## config.mk

```make
export PLATFORM = sky130hd
export DESIGN_NAME = dbns_conv_sched
export DESIGN_NICKNAME = d
export VERILOG_FILES = /design/src/rtl/dbns_pkg.sv /design/src/rtl/dbns_rr_arb2.sv /design/src/rtl/dbns_conv_sched.sv
export SDC_FILE = /design/constraint.sdc
export NUM_CORES = 1
export LEC_CHECK = 0
export BUFFER_PORTS_ARGS = -buffer_cell sky130_fd_sc_hd__buf_2
export CORE_UTILIZATION = 50
export CTS_CLUSTER_DIAMETER = 100
export DETAILED_ROUTE_END_ITERATION = 10
export GPL_ROUTABILITY_DRIVEN = 1
export PLACE_DENSITY = 0.84
export SETUP_SLACK_MARGIN = 0.05
export SKIP_CTS_REPAIR_TIMING = 1
export SYNTH_ARGS = -nofsm -noshare
export SYNTH_HDL_FRONTEND = slang
export SYNTH_HIERARCHICAL = 1
export SYNTH_SLANG_ARGS = --single-unit
```

## constraint.sdc

```tcl
create_clock -name clk -period 3.5 [get_ports clk]
set_input_delay 0.35 -clock clk [delete_from_list [all_inputs] [get_ports clk]]
set_output_delay 0.35 -clock clk [all_outputs]
set_load 0.05 [all_outputs]
```

## src/rtl/dbns_pkg.sv

```systemverilog
// Shared DBNS types and constants used by the converter, the multiplier and the scheduler.
package dbns_pkg;

  localparam int DBNS_IN_W     = 16;
  localparam int DBNS_OUT_W    = 32;
  localparam int DBNS_CONV_LAT = 20;

  typedef enum logic [1:0] {
    IDLE = 2'd0,
    CRST = 2'd1,
    RUN  = 2'd2,
    RESP = 2'd3
  } sched_state_t;

  // Counter width that can hold the longer of the two phase lengths without wrapping.
  function automatic int dbns_cnt_w(input int a, input int b);
    return $clog2((a > b) ? a : b) + 1;
  endfunction

endpackage

```

## src/rtl/dbns_rr_arb2.sv

```systemverilog
// Two-input round-robin arbiter: a lone request wins, a tie goes to the port that was not granted last.
module dbns_rr_arb2 (
  input  logic [1:0] valid,
  input  logic       last,
  input  logic       enable,
  output logic [1:0] grant
);

  // One-hot grant, zero when disabled or nothing is requesting.
  always_comb begin
    grant = 2'b00;
    if (enable) begin
      if (valid == 2'b11) grant = last ? 2'b01 : 2'b10;
      else                grant = valid;
    end
  end

endmodule

```

## src/rtl/dbns_conv_sched.sv

```systemverilog
// Shares one fixed-latency DBNS converter between the operand-A and operand-B requesters.
// Each conversion runs reset -> run -> respond; the converter output is captured only on the
// final run cycle and held until the consumer takes it.
module dbns_conv_sched
  import dbns_pkg::*;
#(
  parameter int IN_W     = DBNS_IN_W,
  parameter int OUT_W    = DBNS_OUT_W,
  parameter int RST_CYC  = 2,
  parameter int CONV_LAT = DBNS_CONV_LAT
) (
  input  logic             clk,
  input  logic             rst_n,
  input  logic [1:0]       req_valid,
  input  logic [IN_W-1:0]  req_data0,
  input  logic [IN_W-1:0]  req_data1,
  output logic [1:0]       req_ready,
  output logic             rsp_valid,
  output logic             rsp_id,
  output logic [OUT_W-1:0] rsp_data,
  input  logic             rsp_ready,
  output logic             conv_rst,
  output logic [IN_W-1:0]  conv_in,
  input  logic [OUT_W-1:0] conv_out,
  output logic             busy
);

  localparam int              CNT_W    = dbns_cnt_w(RST_CYC, CONV_LAT);
  localparam logic [CNT_W-1:0] RST_LAST = CNT_W'(RST_CYC - 1);
  localparam logic [CNT_W-1:0] RUN_LAST = CNT_W'(CONV_LAT - 1);

  sched_state_t     state, state_nxt;
  logic [CNT_W-1:0] cnt;
  logic             last_grant;
  logic [1:0]       grant;
  logic             accept;
  logic             acc_id;
  logic             rst_done;
  logic             run_done;

  dbns_rr_arb2 u_arb (
    .valid  (req_valid),
    .last   (last_grant),
    .enable (state == IDLE),
    .grant  (grant)
  );

  assign req_ready = grant;
  assign accept    = |(req_valid & grant);
  assign acc_id    = grant[1];
  assign rst_done  = (cnt == RST_LAST);
  assign run_done  = (cnt == RUN_LAST);

  // Outputs decoded from state so an asynchronous reset takes effect on them at once.
  assign conv_rst  = (state != RUN);
  assign rsp_valid = (state == RESP);
  assign busy      = (state != IDLE);

  // Next-state sequencing of one conversion.
  always_comb begin
    state_nxt = state;
    case (state)
      IDLE:    if (accept)    state_nxt = CRST;
      CRST:    if (rst_done)  state_nxt = RUN;
      RUN:     if (run_done)  state_nxt = RESP;
      RESP:    if (rsp_ready) state_nxt = IDLE;
      default:                state_nxt = IDLE;
    endcase
  end

  // State, phase counter, accepted operand/owner and the captured converter result.
  always_ff @(posedge clk or negedge rst_n) begin
    if (!rst_n) begin
      state      <= IDLE;
      cnt        <= '0;
      last_grant <= 1'b1;
      conv_in    <= '0;
      rsp_id     <= 1'b0;
      rsp_data   <= '0;
    end else begin
      state <= state_nxt;
      case (state)
        IDLE: begin
          if (accept) begin
            cnt        <= '0;
            conv_in    <= acc_id ? req_data1 : req_data0;
            rsp_id     <= acc_id;
            last_grant <= acc_id;
          end
        end
        CRST: cnt <= rst_done ? '0 : cnt + CNT_W'(1);
        RUN: begin
          if (run_done) begin
            cnt      <= '0;
            rsp_data <= conv_out;
          end else begin
            cnt <= cnt + CNT_W'(1);
          end
        end
        default: ;
      endcase
    end
  end

endmodule

```

==> results of run 1 <==
[final cells by class]
class	instances	area, um^2	share of cell area
multi-input combinational	135	1250	0.339
inverter	10	37.5	0.0102
timing repair buffer	124	626	0.170
clock buffer	11	131	0.0357
tap	70	87.6	0.0238
sequential	58	1450	0.394
clock inverter	5	103	0.0278
[per-stage QoR]
step / instances / total power [mW] / area [um^2]
5_1_grt: 413 / 2.93 / 3680
2_1_floorplan: 213 / 1.79 / 2800
3_3_place_gp: 397 / 2.05 / 3450
3_5_place_dp: 397 / 2.08 / 3450
4_1_cts: 413 / 2.81 / 3680
6_report: 413 / 2.79 / 3680
[report_power, final]
group          switching [mW]  total (mW)  internal, mW
clock network           0.255       0.727         0.472
registers              0.0848       0.893         0.808
logic                   0.837        1.17         0.331
total                    1.18        2.79          1.61
[registers in the layout, indices dropped and copies added, names as in the netlist]
register,flops
rsp_data,32
state,2
rsp_id,1
conv_in,16
cnt,6
last_grant,1
[path summary, 6_finish.rpt]
| path | slack, ns | startpoint | end | cells after the start |
|---|---|---|---|---|
| setup / recovery | 1.04 | state[0]$_DFFE_PN0P_ | rsp_id$_DFFE_PN0P_ | 7 |
| hold / removal | 0.03 | rst_n | rsp_data[1]$_DFFE_PN0P_ | 1 |
| setup reg to reg | 1.04 | state[0]$_DFFE_PN0P_ | rsp_id$_DFFE_PN0P_ | 7 |
| hold reg to reg | 0.48 | conv_in[5]$_DFFE_PN0P_ | conv_in[5]$_DFFE_PN0P_ | 2 |
| max in group asynchronous | 2.62 | rst_n | last_grant$_DFFE_PN1P_ | 2 |
| min in group clk | 0.25 | conv_out[15] | rsp_data[15]$_DFFE_PN0P_ | 2 |
[routing by layer]
metal | part of all wire | vias up | global-route usage
met4 | 0.019 | 0 | 0.0923
met1 | 0.43 | 963 | 0.242
met3 | 0.053 | 13 | 0.0500
met5 | 0 | - | 0
li1 | - | 1004 | -
met2 | 0.50 | 82 | 0.346
[cells in the final DEF (no fill, tap or decap), types with 2 or more instances in the layout]
cell	count
mux2i_1	17
a31oi_4	2
nand2b_1	2
nor2_1	5
clkbuf_1	2
nor2b_1	2
ha_1	8
clkbuf_8	9
nand3_1	3
nand2_1	23
o21ai_0	17
o2111ai_1	6
buf_2	122
a21oi_1	3
dfrtp_1	57
inv_1	10
bufinv_16	3
buf_4	2
mux2_2	4
mux2_4	30
[critical path: stages, from the launching register on]
cell and delay [ns]:
dfrtp_1 0.41, inv_1 0.11, ha_1 0.28, nand2_1 0.10, a21oi_1 0.05, a22oi_2 0.21, nand2b_1 0.78, mux2_2 0.41
[cell families (layout without fill, tap and decap cells)]
group	after synthesis	after routing	share of synthesized area
AOI/OAI and AO/OA	37	37	0.0946
adders and majority gates	8	8	0.0357
and+or+nand+nor	38	38	0.0719
muxes	52	52	0.242
DFF	58	58	0.518
buffers and inverters	20	150	0.0379
==> impl_metrics.env, run 1 <==
export IMPL_yosysUniqueCellTypes=32
export IMPL_clk_pin_slew_ns=0.07
export IMPL_dr_pass1_iters=4
export IMPL_htree_num_levels=3
export IMPL_irDropWorstVdd_mv=0.367
export IMPL_synth_nets=290
export IMPL_holdWs_ns=0.0326
export IMPL_finClkSkew_ns=0.00916
export IMPL_die_area_um2=5910
export IMPL_dr_first_iter_drc_count=92
export IMPL_final_max_slew_viol_count=0
export IMPL_viasPerCell=4.99
export IMPL_netlist_area_um2=2800
export IMPL_num_antenna_cells=0
export IMPL_tightest_slew_ns=0.973
export IMPL_synth_warning_count=6
export IMPL_crit_required_ns=3.71
export IMPL_routed_wl_mm=5.71
export IMPL_grt_pass1_wl_mm=9.30
export IMPL_period_needed_ns=2.46
export IMPL_root_buffer="clkbuf_8"
export IMPL_max_freq_ghz=0.406
export IMPL_grt_pass1_vias=2042
export IMPL_grt_max_degree=35
export IMPL_power_density_nw_per_um2=757
export IMPL_fillCellCount=393
export IMPL_maxSlewHeadroom=0.351
export IMPL_min_delay_path_class="input port to asynchronous set/reset pin"
export IMPL_area_delta_synth_final_pct=31.5
export IMPL_clock_sinks=58
export IMPL_post_synth_top_count_cell="dfrtp_1"
export IMPL_rsz0062_at_grt="no"
export IMPL_cts_buffer_depth=2
export IMPL_worstSkewPairLatency_ns=0.32
export IMPL_finalNetCount=415
export IMPL_cp_start_kind="flop"
export IMPL_setup_viol=0
export IMPL_synth_seq_cells=58
export IMPL_avgSynthCellArea_um2=13.2
export IMPL_synth_common_cells="dfrtp_1 (57), mux2_4 (30), nand2_1 (23)"
export IMPL_die_h_um=76.9
export IMPL_crit_type="flop to flop"
export IMPL_synth_top_area_cell="dfrtp_1"
export IMPL_crit_arrival_ns=2.67
export IMPL_num_vias=2062
export IMPL_cts_made_buffers=9
export IMPL_post_drt_wl_per_cell_um=13.8
export IMPL_status="completed"
export IMPL_layout_drive_gt1_share=0.525
export IMPL_synth_top_cells_by_area="dfrtp_1 (51%), mux2_4 (16%), mux2i_1 (6.1%)"
export IMPL_dp_hpwl_mm=4.26
export IMPL_die_w_um=76.9
export IMPL_power_leakage_nw=1.94
export IMPL_ys_seq_area_frac=0.518
export IMPL_finalWorstSetupSlack_ns=1.04
export IMPL_gp_congestion=0.771
export IMPL_initial_utilization=0.535
export IMPL_rows=26
export IMPL_ant_nets=0
export IMPL_final_util=0.704
export IMPL_route_detailed_drc=0
export IMPL_cts_tree="yes"
export IMPL_synth_cells=213
export IMPL_synth_edf_count=0
export IMPL_finalCritPeriodShare=0.704
export IMPL_core_um2=5240
export IMPL_synth_top_area_share=0.509
export IMPL_hold_viol=0
export IMPL_grt_usage=0.203
export IMPL_synth_main_ff_cell="dfrtp_1"
export IMPL_totalNegativeSetupSlack_ns=0
export IMPL_cp_max_fo=34
export IMPL_max_cap_viol_count=0
export IMPL_grt_ovfl_total=0
export IMPL_pre_cts_slack_ns=1.04
export IMPL_synthArstFlopShare=1.00
export IMPL_io_buffers=122
export IMPL_ioPinCount=123
export IMPL_cp_end_kind="flop"
export IMPL_antenna_found_initial=0
Note: power is estimated with default switching activity, not from simulation.
==> run 2: changes to the inputs <==
- CORE_UTILIZATION: 50 -> 43
- PLACE_DENSITY: 0.84 -> 0.77
- clock period: 3.5 -> 2.05 ns (I/O delays scaled with it)
==> run 2 against run 1 <==
Flip-flop and latch count stayed put. Final cell count is 3.1% higher. Via count is 2.5% higher. Sequential power is 72% higher. Core utilization is 9.9 points lower. Critical path type unchanged.
==> impl_metrics.env, run 2 (synthesis gave the netlist of run 1 again) <==
export IMPL_cts_tree="yes"
export IMPL_dr_wl_met3_um=386
export IMPL_cp_end_kind="flop"
export IMPL_crit_required_ns=2.26
export IMPL_max_freq_ghz=0.527
export IMPL_post_drt_wl_per_cell_um=14.1
export IMPL_cp_start_kind="flop"
export IMPL_grt_pass1_wl_mm=8.85
export IMPL_final_max_slew_viol_count=0
export IMPL_finalNetCount=421
export IMPL_mostFrequentLayoutCells="buf_2 (121), dfrtp_1 (57), mux2_4 (31)"
export IMPL_dr_pass1_iters=4
export IMPL_viasPerCell=4.96
export IMPL_period_needed_ns=1.90
export IMPL_grt_max_degree=33
export IMPL_rsz0062_at_grt="yes"
export IMPL_core_um2=6310
export IMPL_finalCritPeriodShare=0.926
export IMPL_cts_buffer_depth=2
export IMPL_grt_usage=0.174
export IMPL_finClkSkew_ns=0.00956
export IMPL_status="completed"
export IMPL_irDropWorstVdd_mv=1.01
export IMPL_htree_num_levels=3
export IMPL_min_delay_path_class="input port to flop"
export IMPL_root_buffer="clkbuf_8"
export IMPL_wl_met1_mm=2.47
export IMPL_ioPinCount=123
export IMPL_ant_nets=0
export IMPL_area_delta_synth_final_pct=36.1
export IMPL_dp_cells=409
export IMPL_max_cap_viol_count=0
export IMPL_num_vias=2114
export IMPL_tightest_slew_ns=0.626
export IMPL_dp_hpwl_mm=4.50
export IMPL_layout_drive_gt1_share=0.553
export IMPL_instances_no_fill=426
export IMPL_dr_first_iter_drc_count=55
export IMPL_crit_type="flop to flop"
export IMPL_largest_reg_flops=32
export IMPL_cp_max_fo=7
export IMPL_totalNegativeSetupSlack_ns=0
export IMPL_die_w_um=82.7
export IMPL_power_leakage_nw=1.98
export IMPL_clk_pin_slew_ns=0.07
export IMPL_wl_met2_mm=3.12
export IMPL_largest_register="rsp_data"
export IMPL_hold_viol=0
export IMPL_grt_ovfl_total=0
export IMPL_io_buffers=122
export IMPL_routed_wl_mm=6.01
export IMPL_num_antenna_cells=0
export IMPL_die_area_um2=6850
export IMPL_final_common_cell="buf_2"
export IMPL_cts_made_buffers=9
export IMPL_crit_arrival_ns=2.11
export IMPL_clock_sinks=58
export IMPL_worstSkewPairLatency_ns=0.33
export IMPL_antenna_found_initial=0
export IMPL_gp_congestion=0.866
export IMPL_p_total_mw=4.84
export IMPL_setup_viol=0
export IMPL_rows=29
export IMPL_die_h_um=82.7
export IMPL_layout_top_registers="rsp_data: 32 flops, conv_in: 16 flops, cnt: 6 flops"
export IMPL_holdWs_ns=0.103
export IMPL_maxSlewHeadroom=0.583
export IMPL_power_density_nw_per_um2=1270
export IMPL_highest_layer="met4"
export IMPL_route_detailed_drc=0
export IMPL_grt_pass1_vias=1980
export IMPL_initial_utilization=0.444
[run 2: cell types whose count changed in the layout (fill, tap and decap cells not counted), sizes merged]
cell / before / now
dlygate4sd3: 0 / 1
bufinv: 3 / 2
inv: 10 / 11
buf: 124 / 129
clkbuf: 11 / 10
clkinvlp: 1 / 2
[run 2: power by group]
part           internal, mW  switching [mW]
combinational         0.655            1.47
sequential             1.38           0.158
clock                 0.719           0.468
total                  2.75            2.09
[run 2: critical path: stages, from the launching register on]
cell and delay [ns]:
dfrtp_1 0.44, inv_2 0.12, ha_4 0.17, nand2_1 0.09
a21oi_4 0.13, a22oi_2 0.11, a21oi_1 0.15, nor3b_4 0.25
mux2_4 0.33
[run 2: layout make-up]
cell class	instances	area (um^2)
clock buffer	10	138
clock inverter	6	88.8
fill	539	2500
inverter	10	37.5
multi-input combinational	135	1280
sequential	58	1450
tap	77	96.3
timing repair buffer	130	717
[run 2: routing by layer]
layer | track usage | up-vias
met5 | 0 | -
met4 | 0.0603 | 0
met3 | 0.0516 | 6
met2 | 0.307 | 72
met1 | 0.198 | 1020
li1 | - | 1016
[run 2: metrics by stage]
stage                     setup slack (ns)   util  instance area [um^2]
after floorplan                     -0.103      -                  2860
after global routing                0.0266  0.604                  3810
after detailed placement             0.153  0.564                  3560
after CTS                          -0.0582  0.600                  3790
after global placement               0.240  0.564                  3560
final                                0.152  0.604                  3810
[run 2: path summary, 6_finish.rpt]
check | cells after the start | start | slack [ns] | to
max in group asynchronous | 3 | rst_n | 0.95 | last_grant$_DFFE_PN1P_
max | 8 | state[1]$_DFFE_PN0P_ | 0.15 | state[1]$_DFFE_PN0P_
max reg2reg | 8 | state[1]$_DFFE_PN0P_ | 0.15 | state[1]$_DFFE_PN0P_
min reg2reg | 2 | conv_in[11]$_DFFE_PN0P_ | 0.48 | conv_in[11]$_DFFE_PN0P_
min | 2 | conv_out[10] | 0.10 | rsp_data[10]$_DFFE_PN0P_
min in group asynchronous | 2 | rst_n | 0.43 | rsp_data[23]$_DFFE_PN0P_
